--- src/rtl/rvfi_monitor_pkg.sv ---
// Shared definitions for the RVFI retirement monitor: error codes,
// the legal memory-mask encoding and the architectural register width.
package rvfi_monitor_pkg;

  localparam int XLEN = 32;

  // Error codes. A lower code wins when several checks fire in one record.
  localparam logic [15:0] ERR_NONE       = 16'h0000;
  localparam logic [15:0] ERR_TRAP_HALT  = 16'h0101;
  localparam logic [15:0] ERR_ORDER      = 16'h0201;
  localparam logic [15:0] ERR_RD_X0      = 16'h0301;
  localparam logic [15:0] ERR_RS1_X0     = 16'h0302;
  localparam logic [15:0] ERR_RS2_X0     = 16'h0303;
  localparam logic [15:0] ERR_RS1_SHADOW = 16'h0401;
  localparam logic [15:0] ERR_RS2_SHADOW = 16'h0402;
  localparam logic [15:0] ERR_PC_DISCONT = 16'h0501;
  localparam logic [15:0] ERR_PC_ALIGN   = 16'h0502;
  localparam logic [15:0] ERR_MEM_RW     = 16'h0601;
  localparam logic [15:0] ERR_MEM_MASK   = 16'h0602;
  localparam logic [15:0] ERR_MODE       = 16'h0701;

  // Byte-lane masks a naturally aligned byte, halfword or word access can use.
  typedef enum logic [3:0] {
    MASK_NONE = 4'b0000,
    MASK_B0   = 4'b0001,
    MASK_B1   = 4'b0010,
    MASK_B2   = 4'b0100,
    MASK_B3   = 4'b1000,
    MASK_H0   = 4'b0011,
    MASK_H1   = 4'b1100,
    MASK_W    = 4'b1111
  } mem_mask_e;

  // True when the mask is empty or one of the aligned access shapes.
  function automatic logic mask_is_legal(input logic [3:0] mask);
    case (mem_mask_e'(mask))
      MASK_NONE, MASK_B0, MASK_B1, MASK_B2, MASK_B3,
      MASK_H0, MASK_H1, MASK_W: return 1'b1;
      default:                  return 1'b0;
    endcase
  endfunction

endpackage

--- src/rtl/rvfi_shadow_rf.sv ---
// Shadow copy of x1..x31 with a per-entry known bit. Two combinational
// read ports, one write port; x0 is never stored and always reads unknown.
// Only instantiated when PSP_RVFIMON_REGCHECK_EN is defined.
module rvfi_shadow_rf #(
  parameter int XLEN = rvfi_monitor_pkg::XLEN
) (
  input  logic            clock,
  input  logic            reset,
  input  logic [4:0]      rd1_addr,
  output logic [XLEN-1:0] rd1_data,
  output logic            rd1_known,
  input  logic [4:0]      rd2_addr,
  output logic [XLEN-1:0] rd2_data,
  output logic            rd2_known,
  input  logic            wr_en,
  input  logic [4:0]      wr_addr,
  input  logic [XLEN-1:0] wr_data
);

  logic [XLEN-1:0] regs_q [1:31];
  logic [31:1]     known_q;
  logic            wr_hit;

  assign wr_hit = wr_en && (wr_addr != 5'd0);

  // Read ports return the pre-update contents; x0 reads as unknown.
  always_comb begin
    rd1_data  = '0;
    rd1_known = 1'b0;
    rd2_data  = '0;
    rd2_known = 1'b0;
    if (rd1_addr != 5'd0) begin
      rd1_data  = regs_q[rd1_addr];
      rd1_known = known_q[rd1_addr];
    end
    if (rd2_addr != 5'd0) begin
      rd2_data  = regs_q[rd2_addr];
      rd2_known = known_q[rd2_addr];
    end
  end

  // Register data write.
  // NOTE: the data array is deliberately not reset; the known bits alone qualify it.
  always_ff @(posedge clock) begin
    if (wr_hit) begin
      regs_q[wr_addr] <= wr_data;
    end
  end

  // Known bits: cleared asynchronously, set on the first write of each entry.
  always_ff @(posedge clock or negedge reset) begin
    if (!reset) begin
      known_q <= '0;
    end else if (wr_hit) begin
      known_q[wr_addr] <= 1'b1;
    end
  end

endmodule

--- src/rtl/rvfi_monitor.sv ---
// RVFI retirement checker. Evaluates one retirement record per valid cycle
// and latches the code of the first architectural violation in errcode,
// which stays sticky until reset.
// Optional feature macro: PSP_RVFIMON_REGCHECK_EN adds a shadow register
// file and the rs1/rs2 read-value checks (0x0401/0x0402).
module rvfi_monitor #(
  parameter int XLEN = rvfi_monitor_pkg::XLEN,
  parameter int NRET = 1
) (
  input  logic            clock,
  input  logic            reset,
  input  logic            rvfi_valid,
  input  logic [63:0]     rvfi_order,
  input  logic [31:0]     rvfi_insn,
  input  logic            rvfi_trap,
  input  logic            rvfi_halt,
  input  logic            rvfi_intr,
  input  logic [1:0]      rvfi_mode,
  input  logic [4:0]      rvfi_rs1_addr,
  input  logic [4:0]      rvfi_rs2_addr,
  input  logic [4:0]      rvfi_rd_addr,
  input  logic [XLEN-1:0] rvfi_rs1_rdata,
  input  logic [XLEN-1:0] rvfi_rs2_rdata,
  input  logic [XLEN-1:0] rvfi_rd_wdata,
  input  logic [XLEN-1:0] rvfi_pc_rdata,
  input  logic [XLEN-1:0] rvfi_pc_wdata,
  input  logic [XLEN-1:0] rvfi_mem_addr,
  input  logic [XLEN-1:0] rvfi_mem_rdata,
  input  logic [XLEN-1:0] rvfi_mem_wdata,
  input  logic [3:0]      rvfi_mem_rmask,
  input  logic [3:0]      rvfi_mem_wmask,
  input  logic            rvfi_mem_extamo,
  output logic [15:0]     errcode
);

  import rvfi_monitor_pkg::*;

  logic [63:0]     exp_order_q;
  logic [XLEN-1:0] last_pc_q;
  logic            first_q;
  logic            rs1_mismatch;
  logic            rs2_mismatch;
  logic [15:0]     err_now;

`ifdef PSP_RVFIMON_REGCHECK_EN
  logic [XLEN-1:0] sh_rs1_data;
  logic [XLEN-1:0] sh_rs2_data;
  logic            sh_rs1_known;
  logic            sh_rs2_known;

  // Every valid record commits its rd write, faulting or not.
  rvfi_shadow_rf #(
    .XLEN (XLEN)
  ) u_shadow_rf (
    .clock     (clock),
    .reset     (reset),
    .rd1_addr  (rvfi_rs1_addr),
    .rd1_data  (sh_rs1_data),
    .rd1_known (sh_rs1_known),
    .rd2_addr  (rvfi_rs2_addr),
    .rd2_data  (sh_rs2_data),
    .rd2_known (sh_rs2_known),
    .wr_en     (rvfi_valid),
    .wr_addr   (rvfi_rd_addr),
    .wr_data   (rvfi_rd_wdata)
  );

  assign rs1_mismatch = sh_rs1_known && (sh_rs1_data != rvfi_rs1_rdata);
  assign rs2_mismatch = sh_rs2_known && (sh_rs2_data != rvfi_rs2_rdata);
`else
  assign rs1_mismatch = 1'b0;
  assign rs2_mismatch = 1'b0;
`endif

  // Instruction word, memory data/address and AMO flag carry no checked rules.
  logic unused_inputs;
  assign unused_inputs = ^{rvfi_insn, rvfi_mem_addr, rvfi_mem_rdata,
                           rvfi_mem_wdata, rvfi_mem_extamo, (NRET != 1)};

  // Priority-ordered violation detection for the current record.
  // NOTE: err_now gets its default before the if-chain, so every path assigns it and no latch is inferred.
  always_comb begin
    err_now = ERR_NONE;
    if (rvfi_trap || rvfi_halt) begin
      err_now = ERR_TRAP_HALT;
    end else if (rvfi_order != exp_order_q) begin
      err_now = ERR_ORDER;
    end else if ((rvfi_rd_addr == 5'd0) && (rvfi_rd_wdata != '0)) begin
      err_now = ERR_RD_X0;
    end else if ((rvfi_rs1_addr == 5'd0) && (rvfi_rs1_rdata != '0)) begin
      err_now = ERR_RS1_X0;
    end else if ((rvfi_rs2_addr == 5'd0) && (rvfi_rs2_rdata != '0)) begin
      err_now = ERR_RS2_X0;
    end else if (rs1_mismatch) begin
      err_now = ERR_RS1_SHADOW;
    end else if (rs2_mismatch) begin
      err_now = ERR_RS2_SHADOW;
    end else if (!first_q && !rvfi_intr && (rvfi_pc_rdata != last_pc_q)) begin
      err_now = ERR_PC_DISCONT;
    end else if ((rvfi_pc_rdata[1:0] != 2'b00) || (rvfi_pc_wdata[1:0] != 2'b00)) begin
      err_now = ERR_PC_ALIGN;
    end else if ((rvfi_mem_rmask != 4'b0000) && (rvfi_mem_wmask != 4'b0000)) begin
      err_now = ERR_MEM_RW;
    end else if (!mask_is_legal(rvfi_mem_rmask) || !mask_is_legal(rvfi_mem_wmask)) begin
      err_now = ERR_MEM_MASK;
    end else if (rvfi_mode == 2'd2) begin
      err_now = ERR_MODE;
    end
  end

  // Retirement tracking and sticky first-error capture.
  // NOTE: sequential state uses non-blocking assignments so every flop samples pre-edge values.
  always_ff @(posedge clock or negedge reset) begin
    if (!reset) begin
      exp_order_q <= '0;
      last_pc_q   <= '0;
      first_q     <= 1'b1;
      errcode     <= ERR_NONE;
    end else if (rvfi_valid) begin
      exp_order_q <= exp_order_q + 64'd1;
      last_pc_q   <= rvfi_pc_wdata;
      first_q     <= 1'b0;
      if (errcode == ERR_NONE) begin
        errcode <= err_now;
      end
    end
  end

endmodule

--- config.mk ---
export PLATFORM = sky130hd
export DESIGN_NAME = rvfi_monitor
export DESIGN_NICKNAME = d
export VERILOG_FILES = /design/src/rtl/rvfi_monitor_pkg.sv /design/src/rtl/rvfi_shadow_rf.sv /design/src/rtl/rvfi_monitor.sv
export SDC_FILE = /design/constraint.sdc
export NUM_CORES = 1
export LEC_CHECK = 0
export BUFFER_PORTS_ARGS = -buffer_cell sky130_fd_sc_hd__buf_2
export CAP_MARGIN = 30
export CORE_AREA = 10 10 148 150
export DETAILED_ROUTE_END_ITERATION = 16
export DIE_AREA = 0 0 158 160
export PLACE_DENSITY = 0.65
export SYNTH_ARGS = -nofsm -noshare
export SYNTH_HDL_FRONTEND = slang
export SYNTH_HIERARCHICAL = 1
export SYNTH_SLANG_ARGS = --single-unit
--- constraint.sdc ---
create_clock -name clock -period 2.25 [get_ports clock]
set_clock_uncertainty 0.05 [all_clocks]
set_input_delay 0.3375 -clock clock [delete_from_list [all_inputs] [get_ports clock]]
set_output_delay 0.3375 -clock clock [all_outputs]
set_load 0.02 [all_outputs]
==> flow_summary.toml <==
[run_status]
outcome = "completed"

[clock_network]
htreeDepth = 3
clk_pin_slew_ps = 80
clock_latency_ps = 350
cts_buffer_depth = 2
numCtsBuffers = 9
cts_root_buf = "clkbuf_16"
cts_sinks = 102
cts_tree = "built"

[drt]
drt-total-wl_um = 19420
detail_route.vias_per_cell = 4.702
routedWlPerCell_um = 17.43
highest_layer = "met5"
num_vias = 5238
met2_length_um = 9478
ant_nets = 0
wl_met3_um = 1810
drt_iter0_markers = 297
drtPass1Iterations = 4
m1WireLength_um = 7814
drc = 0

[timing]
layout_setup_ws_ps = 48.91
fmax_mhz = 454.3
drv_slew = 0
finalSetupViolCount = 0
tns_ps = 0
rsz0062_at_grt = "true"
fin_crit_sh_pct = 97.83
tightest_slew_ps = 691.1
hold_viol = 0
slew_headroom_pct = 53.34
fin_crit_ps = 2201

[hold_path]
min-delay-start = "rvfi_pc_wdata[21]"
min_path_type = "in2reg"
hold_end = "last_pc_q[21]$_DFFE_PN0P_"
hold_depth = 2

[setup_path]
crit_start = "exp_order_q[9]$_DFFE_PN0P_"
cp_data_required_time_ps = 2480
reg2reg_from = "exp_order_q[9]$_DFFE_PN0P_"
startpoint_type = "register"
rr_endpoint = "exp_order_q[60]$_DFFE_PN0P_"
worstSetupPathType = "reg2reg"
r2r_cells = 7
ff2ff_setup_slack_ps = 50
cp.arrival_ps = 2430
critPathCaptureType = "register"
cp_max_fo = 8

[synth]
yosysSeqAreaShare_pct = 43.00
synth-xor-area-share_pct = 23.45
yosysWarningCount = 6
syn-cell-area_um2 = 5938
ys_ff_latch = 102
synth_top_family_by_area = "XOR/XNOR gates"
synth-main-ff-cell = "dfrtp_1"
syn_area_per_cell_um2 = 10.40
yosys.area_share.simple_pct = 20.69
synth_fa_ha_area_share_pct = 0.8428
syn_inst = 571
async_flop_share_pct = 100.0
synthMuxAreaShare_pct = 6.258
synth_compound_area_share_pct = 2.297
synth_edf_count = 0
ys_types = 47

[die]
fp.dieH_um = 160
rows = 51
initial_utilization_pct = 31.12
die-width_um = 158
io_pins = 400
die_area_um2 = 25280
core_region_area_um2 = 19080

[pwr]
vdd_drop_max_v = 0.0003846
p_leak_nw = 4.008
p_per_area_nw_per_um2 = 570.0

[placed_design]
dpl_cell_area_um2 = 7705
dpl_worst_slack_ps = 63.63
gp_congestion = 0.8334
io_buffers = 259
place.detailed.hpwl_um = 16440

[global_route]
grt_pass1_wl_um = 29260
grt_usage_pct = 14.74
antenna_found_initial = 5
gr-total-overflow = 0
grt_pass1_vias = 5535
grt_max_degree = 39

[final_layout]
layout_common_cells = "buf_2 (258), dfrtp_1 (101), xor2_1 (94), xnor2_1 (65), nor4_1 (44)"
drive_above_1_share_pct = 42.27
nets = 1256
area_delta_synth_final_pct = 36.28
mostFrequentLayoutCell = "buf_2"
fillers = 1904
multi_input_area_um2 = 3264
fin_area_um2 = 8093
regArea_um2 = 2554

[job]
drv_cap = 0
[critical path, cell delays in order, from the launching register on]
cell	delay [ps]
dfrtp_1	420
and3_4	220
and4_1	240
nand4_1	210
buf_4	200
or3_4	430
nor3_4	200
xor2_1	150
[metal layers]
metal | GRT usage (%) | vias to the layer above
li1 | - | 2586
met1 | 17.82 | 2474
met2 | 24.50 | 154
met3 | 4.835 | 20
met4 | 3.960 | 4
met5 | 0 | -
[sequential cells by signal, indices dropped and copies added (netlist names)]
name / cells
errcode: 5
first_q: 1
last_pc_q: 32
exp_order_q: 64
[through the flow]
step | util (%) | power [mW] | hold WS [ps] | std cells
floorplan | - | 2.580 | -8.091 | 581
global placement | 40.38 | 3.019 | 166.1 | 1092
detailed placement | 40.38 | 3.040 | 167.4 | 1092
CTS | 42.07 | 4.679 | 149.1 | 1109
global route | 42.39 | 4.848 | 151.6 | 1112
finish | 42.42 | 4.613 | 159.2 | 1114
[cell type report]
type,instances,area share [%]
Tap cell,238,3.680
Inverter,15,0.6957
Clock buffer,9,2.783
Antenna cell,3,0.09276
Sequential cell,102,31.56
Clock inverter,7,1.067
Multi-Input combinational cell,441,40.34
Timing Repair Buffer,299,19.79
[repair_timing]
action,in CTS,in global routing
hold endpoints to repair,14,0
hold buffers,1,0
setup endpoints to repair,0,18
resized for setup,0,10
setup buffers,0,2
[kinds of logic (layout without fill, tap and decap cells)]
| group | count (synthesis) | after routing |
|---|---|---|
| AOI/OAI and AO/OA | 20 | 20 |
| xor gates and xnor gates | 159 | 159 |
| adders and majority gates | 4 | 4 |
| buffers and inverters | 38 | 330 |
| DFF | 102 | 102 |
| muxes | 33 | 33 |
| other | 1 | 14 |
| and+or+nand+nor | 214 | 214 |
[how the worst max path moves through the flow]
stage / end / slack, ps
3_5_place_dp: errcode[0]$_DFFE_PN0P_ / 60
5_1_grt: errcode[1]$_DFFE_PN0P_ / -40
3_3_place_gp: exp_order_q[37]$_DFFE_PN0P_ / 80
4_1_cts: exp_order_q[37]$_DFFE_PN0P_ / 30
2_1_floorplan: exp_order_q[60]$_DFFE_PN0P_ / 20
6_report: exp_order_q[60]$_DFFE_PN0P_ / 50
[synthesized netlist by cell type (all sizes together), types with 6 or more instances]
master	n	area, µm²
nand4	31	209.0
dfrtp	101	2527
and2	7	43.79
and3	7	43.79
nand3	16	80.08
nor2	31	116.4
nand2	31	116.4
inv	15	56.30
mux2	33	371.6
o21ai	6	30.03
and4	6	55.05
xnor2	65	569.3
nor4	46	287.8
nor3	18	127.6
buf	18	126.4
xor2	94	823.3
[power by group]
| group | switching, mW | internal [mW] | leakage, nW |
|---|---|---|---|
| clock network | 0.817 | 0.804 | 0.151 |
| registers | 0.174 | 1.97 | 1.30 |
| logic | 0.393 | 0.452 | 2.56 |
| total | 1.38 | 3.23 | 4.01 |
No activity file was read; power rests on OpenSTA's default activity.
